## src/rtl/insn_loader.sv

```systemverilog
// insn_loader: receives a byte-serial program image and writes it into the
// instruction memory, holding the core in reset until the load is complete.
//
// Stream format: 16-bit big-endian word count N, then N big-endian words of
// LEN_INSN/8 bytes each.
//
// Ports
//   clk        : single clock, all state changes on posedge
//   rst        : synchronous active-high reset
//   valid_i    : a byte is offered on byte_i
//   byte_i     : program stream byte
//   stall_o    : loader cannot accept a byte this cycle (state decode)
//   we_o       : instruction memory write strobe, one cycle per word
//   waddr_o    : instruction memory write address
//   wdata_o    : instruction word to write
//   core_rst_o : holds the fetch/decode/execute pipeline in reset while loading
//   done_o     : program fully written (sticky until rst)
//   err_o      : header word count exceeded memory depth (sticky until rst)
module insn_loader #(
  parameter int LEN_INSN      = 32,
  parameter int MEM_INSN_ADDR = 10
) (
  input  logic                     clk,
  input  logic                     rst,
  input  logic                     valid_i,
  input  logic [7:0]               byte_i,
  output logic                     stall_o,
  output logic                     we_o,
  output logic [MEM_INSN_ADDR-1:0] waddr_o,
  output logic [LEN_INSN-1:0]      wdata_o,
  output logic                     core_rst_o,
  output logic                     done_o,
  output logic                     err_o
);

  localparam int BYTES = LEN_INSN / 8;
  localparam int BCW   = (BYTES > 1) ? $clog2(BYTES) : 1;

  typedef enum logic [2:0] {
    S_LEN_HI,
    S_LEN_LO,
    S_DATA,
    S_DONE,
    S_ERR
  } state_t;

  state_t                   r_state;
  state_t                   w_next;
  logic [15:0]              r_n;
  logic [MEM_INSN_ADDR-1:0] r_addr;
  logic [BCW-1:0]           r_bcnt;
  logic [LEN_INSN-1:0]      r_asm;
  logic                     r_we;
  logic [MEM_INSN_ADDR-1:0] r_waddr;
  logic [LEN_INSN-1:0]      r_wdata;
  logic                     r_core_rst;
  logic                     r_done;
  logic                     r_err;

  logic                     w_accept;
  logic [15:0]              w_n_full;
  logic                     w_too_big;
  logic                     w_last_byte;
  logic                     w_last_word;
  logic [LEN_INSN-1:0]      w_word;

  assign stall_o     = (r_state == S_DONE) || (r_state == S_ERR);
  assign w_accept    = valid_i && !stall_o;
  assign w_n_full    = {r_n[15:8], byte_i};
  // Depth compared in 32 bits so that N = 2^MEM_INSN_ADDR itself stays legal.
  assign w_too_big   = {16'd0, w_n_full} > (32'd1 << MEM_INSN_ADDR);
  assign w_last_byte = (r_bcnt == BCW'(BYTES - 1));
  assign w_last_word = (32'(r_addr) == (32'(r_n) - 32'd1));
  // Shift the new byte in at the bottom; the oldest byte drops off the top.
  assign w_word      = LEN_INSN'({r_asm, byte_i});

  always_ff @(posedge clk) begin
    if (rst) r_state <= S_LEN_HI;
    else     r_state <= w_next;
  end

  always_comb begin
    w_next = r_state;
    case (r_state)
      S_LEN_HI: if (w_accept) w_next = S_LEN_LO;
      S_LEN_LO: begin
        if (w_accept) begin
          if (w_n_full == 16'd0) w_next = S_DONE;
          else if (w_too_big)    w_next = S_ERR;
          else                   w_next = S_DATA;
        end
      end
      S_DATA:   if (w_accept && w_last_byte && w_last_word) w_next = S_DONE;
      S_DONE:   w_next = S_DONE;
      S_ERR:    w_next = S_ERR;
      default:  w_next = S_LEN_HI;
    endcase
  end

  always_ff @(posedge clk) begin
    if (rst) begin
      r_n        <= '0;
      r_addr     <= '0;
      r_bcnt     <= '0;
      r_asm      <= '0;
      r_we       <= 1'b0;
      r_waddr    <= '0;
      r_wdata    <= '0;
      r_core_rst <= 1'b1;
      r_done     <= 1'b0;
      r_err      <= 1'b0;
    end else begin
      r_we       <= 1'b0;
      // Core reset releases one cycle after S_DONE is reached, i.e. after the
      // final write pulse has been presented to memory.
      r_core_rst <= (r_state != S_DONE);
      r_done     <= (r_state == S_DONE);
      // Registered from next state so err_o tracks S_ERR cycle for cycle.
      r_err      <= (w_next == S_ERR);
      case (r_state)
        S_LEN_HI: if (w_accept) r_n[15:8] <= byte_i;
        S_LEN_LO: begin
          if (w_accept) begin
            r_n[7:0] <= byte_i;
            r_addr   <= '0;
            r_bcnt   <= '0;
            r_asm    <= '0;
          end
        end
        S_DATA: begin
          if (w_accept) begin
            if (w_last_byte) begin
              r_we    <= 1'b1;
              r_waddr <= r_addr;
              r_wdata <= w_word;
              r_bcnt  <= '0;
              r_asm   <= '0;
              // Address stops at the final word so a full-depth load never wraps.
              if (!w_last_word) r_addr <= r_addr + MEM_INSN_ADDR'(1);
            end else begin
              r_asm  <= w_word;
              r_bcnt <= r_bcnt + BCW'(1);
            end
          end
        end
        default: ;
      endcase
    end
  end

  assign we_o       = r_we;
  assign waddr_o    = r_waddr;
  assign wdata_o    = r_wdata;
  assign core_rst_o = r_core_rst;
  assign done_o     = r_done;
  assign err_o      = r_err;

endmodule

```

## config.mk

```make
export PLATFORM = sky130hd
export DESIGN_NAME = insn_loader
export DESIGN_NICKNAME = d
export VERILOG_FILES = /design/src/rtl/insn_loader.sv
export SDC_FILE = /design/constraint.sdc
export NUM_CORES = 1
export LEC_CHECK = 0
export CAP_MARGIN = 20
export CORE_ASPECT_RATIO = 1.5
export CORE_MARGIN = 4
export CORE_UTILIZATION = 24
export CTS_CLUSTER_SIZE = 28
export DETAILED_ROUTE_END_ITERATION = 6
export SETUP_SLACK_MARGIN = 0.02
export SLEW_MARGIN = 10
export SYNTH_ARGS = -nofsm -noshare
export SYNTH_HDL_FRONTEND = slang
export SYNTH_SLANG_ARGS = --single-unit
```

## constraint.sdc

```tcl
create_clock -name clk -period 5.2 [get_ports clk]
set_input_delay 1.04 -clock clk [delete_from_list [all_inputs] [get_ports clk]]
set_output_delay 1.04 -clock clk [all_outputs]
set_load 0.03 [all_outputs]
```

# Yosys cells after proc, flatten, opt, wreduce, memory -nomap -nowiden
# Cells that the tools add are included.
# W data, S select, Z words.
[op_classes] n_addsub=3 n_lt_le_gt_ge=1 eq_ne=12 n_mux=20 bitwise_logic=2 n_reduce_logical=14
[op_table] op="$mux W24" n=3
[op_table] op="$pmux W24 S2" n=1
[op_table] op="$mux W10" n=4
[op_table] op="$eq A10 B32 Y1" n=1
[op_table] op="$pmux W10 S2" n=1
[op_table] op="$sub A16 B1 Y17 const B" n=1
[op_table] op="$gt A16 B11 Y1 const B" n=1
[op_table] op="$logic_not A16 Y1" n=1
[op_table] op="$mux W3" n=5
[op_table] op="$pmux W3 S5" n=1
[op_table] op="$add A10 B1 Y10 const B" n=1
[op_table] op="$ne A2 B2 Y1 const B" n=4
[op_table] op="$eq A3 B2 Y1 const B" n=2
[op_table] op="$eq A3 B3 Y1 const B" n=2
[op_table] op="$mux W2" n=3
[op_table] op="$reduce_and A3 Y1" n=2
[op_table] op="$reduce_and A5 Y1" n=1
[op_table] op="$pmux W2 S2" n=1
[op_table] op="$reduce_and A2 Y1" n=2
[op_table] op="$eq A3 B1 Y1 const B" n=1
[op_table] op="$logic_and A1 B1 Y1" n=3
[op_table] op="$logic_not A3 Y1" n=1
[op_table] op="$ne A3 B2 Y1 const B" n=1
[op_table] op="$reduce_or A3 Y1" n=1
[op_table] op="other kinds (7)" n=8
[totals] reg_bits=101 in_bits=11 out_inout_bits=47 elab_cells=64

# Logic depth before layout (Yosys ltp)
# Gate-level depths: netlist of run 1.
[depth] depth_word=9 ltp_mapped=11 mapped_depth_nobuf=10

# Worst setup path after synthesis of run 1
# OpenSTA, ideal clock, no wires.
[synth_timing] kind="register -> register" startpoint="register r_n[0]" endpoint="register r_addr[0]" setup_ns=0.125 arrival_ns=2.367 required_time_ns=5.075 slack_ns=2.708 path_stages_with_launch=12 path_buffers=1 synth_period_minus_slack_ns=2.492 cell_sequence="dfxtp_1 -> inv_1 -> ha_1 -> or3b_2 -> nor4b_1 -> o21ai_0 -> a2111oi_0 -> nand4_1 -> nand2_2 -> buf_6 -> xor2_1 -> nor2_1"
[synth_via] elab_chain_cells=4
[synth_lines] element="from (decl)" line="49" rtl="logic [15:0] r_n;"
[synth_lines] element="from (signal assigned)" line="124" rtl="r_n[7:0] <= byte_i;"
[synth_lines] element="$sub A16 B1 Y17" line="73" rtl="assign w_last_word = (32'(r_addr) == (32'(r_n) - 32'd1));"
[synth_lines] element="$eq A10 B32 Y1" line="73"
[synth_lines] element="$ne A2 B2 Y1 (no source line)"
[synth_lines] element="$reduce_and A5 Y1 (no source line)"
[synth_lines] element="to (signal assigned)" line="139" rtl="if (!w_last_word) r_addr <= r_addr + MEM_INSN_ADDR'(1);"
[synth_lines] element="to (decl)" line="50" rtl="logic [MEM_INSN_ADDR-1:0] r_addr;"
# Every way passes these cells.
# A chain may end at the register's enable or synchronous reset.

# Final worst setup path of run 1
[layout_timing] startpoint="input port valid_i" endpoint="register r_wdata[19] (netlist: wdata_o[19])"
[layout_via] elab_chain_cells=2
[layout_lines] element="from (decl)" line="25" rtl="input logic valid_i,"
[layout_lines] element="$logic_and A1 B1 Y1" line="68" rtl="assign w_accept = valid_i && !stall_o;"
[layout_lines] element="$reduce_and A3 Y1 (no source line)"
[layout_lines] element="to (signal assigned)" line="135" rtl="r_wdata <= w_word;"
[layout_lines] element="to (decl)" line="55" rtl="logic [LEN_INSN-1:0] r_wdata;"
# Every way passes these cells.

==> run_results.csv, run 1 <==
group,metric,value,unit
run_status,status,"completed",
final_layout,syn2layout_area_growth,24.8,%
synthesis,async_flop_share,0,%
global_route,grt_pass1_wl,18.5,mm
clocking,cts_hold_repair.buffers,0,
critical_path,worstSetupStartpointType,"input pin",
clocking,clock_latency,0.35,ns
sta,setup_violations,0,
synthesis,avgSynthCellArea,8.05,um2
global_route,grt_max_degree,80,
synthesis,synth-edff-count,0,
final_layout,layout-drive-gt1-share,6.64,%
final_layout,ff_latch_area,2020,um2
synthesis,synthFlopType,"dfxtp_1",
pwr,p_per_area,315,nW/um2
synthesis,yosysTopAreaCell,"dfxtp_1",
die,core-area,17300,um2
sta,finalClockSkew,0.0130,ns
clocking,clock_sinks,101,
synthesis,synth_top_area_share,47.9,%
clocking,post_cts_buffers,0,
sta,worst_slew_pin_slew,0.976,ns
critical_path,worstPathArrival,3.17,ns
die,fp.dieW,116,um
final_layout,multi_input_comb_area,2070,um2
synthesis,synthesis.area,4230,um2
clocking,cts_root_buf,"clkbuf_16",
pwr,vdd_ir_drop_max,188,uV
critical_path,crit_type,"input pin to flop",
routing,drc_errors,0,
sta,hold_viol,0,
place,dp_hpwl,8.05,mm
sta,setup_ws,2.22,ns
sta,maxSlewViolCount,0,
sta,maxSlewHeadroom,35.0,%
clocking,path_clk_slew,0.07,ns
synthesis,syn_nets,539,
final_layout,diodes,0,
routing,wire_per_inst,14.6,um
die,placementRows,59,
die,dieArea,19800,um2
global_route,first_global_vias,3570,
clocking,clockBufferDepth,2,
synthesis,yosysSeqAreaShare,47.9,%
synthesis,synth-simple-area-share,26.4,%
routing,drtPass1Iterations,4,
place,dp.cells,769,
clocking,cts_tree,"done",
final_layout,nNetsFinal,581,
critical_path,worstPathRequired,5.39,ns
sta,min_period,2.98,ns
final_layout,postLayoutCoreUtil,30.4,%
synthesis,postSynthCellCount,525,
synthesis,synth_area_leaders,"dfxtp_1, nand2_1, a21oi_1",
place,place_worst_setup_slack,1.79,ns
global_route,antenna_found_initial,0,
synthesis,synth-seq-cells,101,
place,gp_routability_congestion,0.889,
routing,drt-initial-drc-count,145,
global_route,overflow,0,
routing,ant_nets,0,
synthesis,synth_compound_area_share,17.7,%
critical_path,r2r_slack,2.31,ns
critical_path,cp-end-kind,"flop",
global_route,grt_use_total,11.8,%
synthesis,synth.area.mux_share,1.21,%
clocking,numCtsBuffers,9,
synthesis,synthAdderAreaFrac,0.888,%
sta,rsz0062_at_grt,"false",
hold_path,hp-class,"flop to flop",
die,start_util,24.4,%
synthesis,synthXorXnorAreaFrac,2.49,%
sta,fin_setup_tns,0,ns
place,portBuffers,57,
sta,max_freq,336,MHz
clocking,cts-resized-gates,0,
synthesis,yosysUniqueCellTypes,53,
final_layout,fill_cells,1864,
synthesis,synth_top_family_by_area,"simple AND/OR/NAND/NOR gates",
routing,finalWirelength,11.5,mm
critical_path,crit_path_max_fanout,44,
final_layout,layout.cells.non_filler,785,
job,maxCapViolCount,0,
die,io_pins,58,
die,die_h,171,um
routing,vias,3780,
sta,finalCritPeriodShare,57.3,%
synthesis,yosys_warnings,0,
routing,via_per_inst,4.82,
clocking,h-tree-depth,3,
pwr,leakagePower,1.71,nW
final timing paths:
path,cells past startpoint,endpoint,start
worst max-delay path,5,wdata_o[19]$_SDFFE_PP0P_,valid_i
worst min-delay path,2,wdata_o[27]$_SDFFE_PP0P_,r_asm[19]$_SDFFE_PP0P_
worst max register to register,10,r_addr[1]$_SDFFE_PP0P_,r_n[0]$_SDFFE_PP0P_
worst min register to register,2,wdata_o[27]$_SDFFE_PP0P_,r_asm[19]$_SDFFE_PP0P_
metal layers:
layer / vias up / part of all wire (%) / global-route usage, %
met5: - / 0 / 0
met4: 0 / 3.9 / 6.16
met3: 22 / 2.8 / 2.16
met2: 63 / 53 / 20.8
met1: 1797 / 41 / 13.3
li1: 1898 / - / -
kinds of logic after synthesis:
kind of cell | after synthesis
simple gates | 245
compound gates | 125
flops | 101
buf+inv | 34
xor+xnor | 12
mux | 5
fa+ha+maj | 3
report_power, final:
part           switching [W]  leakage (nW)  total, W  internal [W]
Combinational       0.000115         0.750  0.000186     0.0000706
Sequential         0.0000223         0.816  0.000809      0.000787
Clock               0.000327         0.146  0.000669      0.000342
stage by stage:
step                total power, W  cell area [um2]  hold slack (ns)
finish                     0.00166             5280            0.454
global route               0.00174             5280            0.478
CTS                        0.00168             5280            0.457
detailed placement         0.00101             4970            0.446
global placement           0.00101             4970            0.443
floorplan                 0.000959             4230            0.432
state kept, by name, indices dropped and copies added (netlist names):
name and cells:
wdata_o 32, r_asm 24, r_n 16, r_addr 10
waddr_o 10, r_state 3, r_bcnt 2, core_rst_o 1
done_o 1, err_o 1, we_o 1
layout by cell type (no fill, tap or decap), types with 4 or more instances in the layout:
cell type,count
nand2_1,133
dfxtp_1,101
a21oi_1,72
clkdlybuf4s50_1,56
nor2_1,46
a22oi_1,24
o21ai_0,10
nand3_1,9
clkbuf_16,9
xnor2_1,7
or4_1,7
nor4_1,5
xor2_1,5
inv_1,4
nand2b_1,4
or3_1,4
nor3b_1,4
mux2i_1,4
nand4_1,4
buf_4,4
area by class of cell:
| type | count | area share (%) |
|---|---|---|
| repair buffers | 61 | 11.3 |
| clock buffers | 9 | 4.27 |
| multi-input cells | 390 | 39.3 |
| flip-flops and latches | 101 | 38.3 |
| well taps | 213 | 5.05 |
| inverters | 4 | 0.285 |
| clock inverters | 7 | 1.52 |
cells in the mapped netlist, types with 5 or more instances:
library cell,count
dfxtp_1,101
nor2_1,46
xnor2_1,7
a21oi_1,72
nand3_1,10
nor4_1,6
or4_1,7
o21ai_0,10
xor2_1,5
nand2_1,133
a22oi_1,24
clkbuf_1,26
worst max-delay path, stage by stage:
cell             delay, ns
clkdlybuf4s50_1       0.52
nor2b_1               0.36
nand3_2               0.82
nand2_1               0.30
a21oi_1               0.10
Note: power is estimated with default switching activity, not from simulation.
==> run 2, diff against run 1 <==
==> constraint.sdc (replaced) <==
create_clock -name clk -period 2.6 [get_ports clk]
set_input_delay 0.52 -clock clk [delete_from_list [all_inputs] [get_ports clk]]
set_output_delay 0.52 -clock clk [all_outputs]
set_load 0.03 [all_outputs]
==> run 2 against run 1 <==
Register-to-register slack worse by 2.2 ns. Critical path type is now flop to flop. First-iteration DRC count is 55% higher. Combinational power grew to 2.7 times the previous value. Core utilization is 2.6 points higher. Worst hold slack hardly changed. Critical path depth is 4 higher. Flip-flop and latch count stayed put. Sequential share of layout area is 3.0 points lower.
==> run_results.csv, run 2 (synthesized netlist as in run 1, its figures left out) <==
group,metric,value,unit
clocking,h-tree-depth,3,
critical_path,worstSetupStartpointType,"flop",
hold_path,hp-class,"flop to flop",
clocking,clockBufferDepth,2,
clocking,cts_root_buf,"clkbuf_16",
routing,wire_per_inst,14.9,um
routing,drc_errors,0,
pwr,leakagePower,1.96,nW
sta,maxSlewHeadroom,56.5,%
sta,maxSlewViolCount,0,
critical_path,cp-startpoint,"r_n[7]$_SDFFE_PP0P_",
critical_path,rr_worst_depth,9,
critical_path,worstPathRequired,2.87,ns
global_route,first_global_vias,3818,
final_layout,mostFrequentLayoutCell,"nand2_1",
sta,setup_ws,0.0938,ns
sta,rsz0062_at_grt,"true",
place,dp_hpwl,8.96,mm
clocking,numCtsBuffers,9,
routing,ant_nets,0,
global_route,antenna_found_initial,0,
die,io_pins,58,
clocking,clock_sinks,101,
routing,via_per_inst,4.81,
pwr,vdd_ir_drop_max,382,uV
sta,whs,0.454,ns
final_layout,syn2layout_area_growth,35.6,%
sta,hold_viol,0,
sta,setup_violations,0,
routing,drt-initial-drc-count,225,
global_route,grt_max_degree,61,
final_layout,postLayoutCoreUtil,33.0,%
routing,finalWirelength,12.3,mm
routing,vias,3974,
final_layout,layout.cells.non_filler,827,
place,dp.cells,809,
sta,max_freq,399,MHz
critical_path,endpoint,"r_addr[5]$_SDFFE_PP0P_",
pwr,fin_total_pwr,0.00339,W
critical_path,crit_path_max_fanout,8,
place,gp_routability_congestion,0.860,
clocking,path_clk_slew,0.07,ns
critical_path,r2r-start,"r_n[7]$_SDFFE_PP0P_",
die,start_util,24.4,%
final_layout,final_cell_mix,"nand2_1, dfxtp_1, a21oi_1",
critical_path,r2r_slack,0.09,ns
die,fp.dieW,116,um
job,maxCapViolCount,0,
critical_path,worstReg2RegEnd,"r_addr[5]$_SDFFE_PP0P_",
final_layout,diodes,0,
final_layout,nNetsFinal,623,
run_status,status,"completed",
place,place_worst_setup_slack,-0.192,ns
critical_path,crit_type,"flop to flop",
global_route,grt_pass1_wl,19.7,mm
sta,finalClockSkew,0.00669,ns
final_layout,layout-drive-gt1-share,16.6,%
sta,worst_slew_pin_slew,0.651,ns
final_layout,largest_reg_flops,32,
die,die_h,171,um
clocking,cts_tree,"done",
clocking,clock_latency,0.34,ns
die,dieArea,19800,um2
critical_path,worstPathArrival,2.78,ns
global_route,overflow,0,
global_route,grt_use_total,12.6,%
clocking,cts_hold_repair.buffers,0,
sta,finalCritPeriodShare,96.4,%
die,placementRows,59,
routing,drtPass1Iterations,4,
sta,min_period,2.51,ns
critical_path,cp-end-kind,"flop",
place,portBuffers,57,
die,core-area,17300,um2
pwr,p_per_area,592,nW/um2
final_layout,fill_cells,1802,
run 2: changes by cell type in the layout (fill, tap and decap cells not counted), moves of 3 or more:
cell,before,now
a21oi_1,72,69
a21oi_2,1,4
buf_12,0,3
buf_4,4,41
dfxtp_1,101,98
dfxtp_2,0,3
nor3b_1,4,1
nor3b_2,0,3
or3_4,0,3
or4_1,7,4
or4_4,1,4
run 2: power breakdown:
| group | switching (W) | internal, W | leakage [nW] |
|---|---|---|---|
| logic | 0.000282 | 0.000223 | 0.999 |
| registers | 0.0000312 | 0.00157 | 0.817 |
| clock network | 0.000616 | 0.000664 | 0.140 |
run 2: critical path: stages, from the launching register on:
cell and delay, ns:
dfxtp_2 0.32, or4_4 0.57, or3_4 0.39, nand3b_1 0.11, a211oi_1 0.07, nand4_1 0.10, buf_6 0.14, nand2_8 0.07
or4_4 0.51, a21oi_2 0.14
run 2: metrics by stage:
step	area [um2]	setup TNS [ns]
2_1_floorplan	4230	0
3_3_place_gp	5310	-0.465
3_5_place_dp	5310	-1.64
4_1_cts	5630	0
5_1_grt	5730	-0.115
6_report	5730	0
run 2: layout make-up:
| class | instances | area (um2) | share of cell area (%) |
|---|---|---|---|
| clock buffer | 9 | 225 | 3.93 |
| timing repair buffer | 102 | 945 | 16.5 |
| inverter | 4 | 15.0 | 0.262 |
| sequential | 101 | 2030 | 35.3 |
| tap | 213 | 267 | 4.65 |
| clock inverter | 7 | 62.6 | 1.09 |
| multi-input combinational | 391 | 2190 | 38.2 |
run 2: how the worst min path moves through the flow:
stage / endpoint / slack [ns] / cells past startpoint / from
final: waddr_o[8]$_SDFFE_PP0P_ / 0.45 / 2 / waddr_o[8]$_SDFFE_PP0P_
after detailed placement: wdata_o[26]$_SDFFE_PP0P_ / 0.45 / 2 / wdata_o[26]$_SDFFE_PP0P_
after global routing: wdata_o[31]$_SDFFE_PP0P_ / 0.47 / 2 / r_asm[23]$_SDFFE_PP0P_
after CTS: wdata_o[26]$_SDFFE_PP0P_ / 0.46 / 2 / wdata_o[26]$_SDFFE_PP0P_
after global placement: wdata_o[20]$_SDFFE_PP0P_ / 0.44 / 2 / wdata_o[20]$_SDFFE_PP0P_
after floorplan: wdata_o[24]$_SDFFE_PP0P_ / 0.43 / 2 / r_asm[16]$_SDFFE_PP0P_
run 2: what timing repair did:
item,in CTS,in global routing
gates resized for setup,5,28
pin swaps,2,8
setup buffers,1,0
setup endpoints to repair,11,11
endpoints found under the hold margin,0,0
cloned,1,0
run 2: metal layers:
layer / track usage [%] / vias up / share of wire [%]
met5: 0 / - / 0
met4: 5.45 / 0 / 3.5
met3: 2.16 / 30 / 2.6
met2: 23.2 / 83 / 55
met1: 13.9 / 1878 / 39
li1: - / 1983 / -
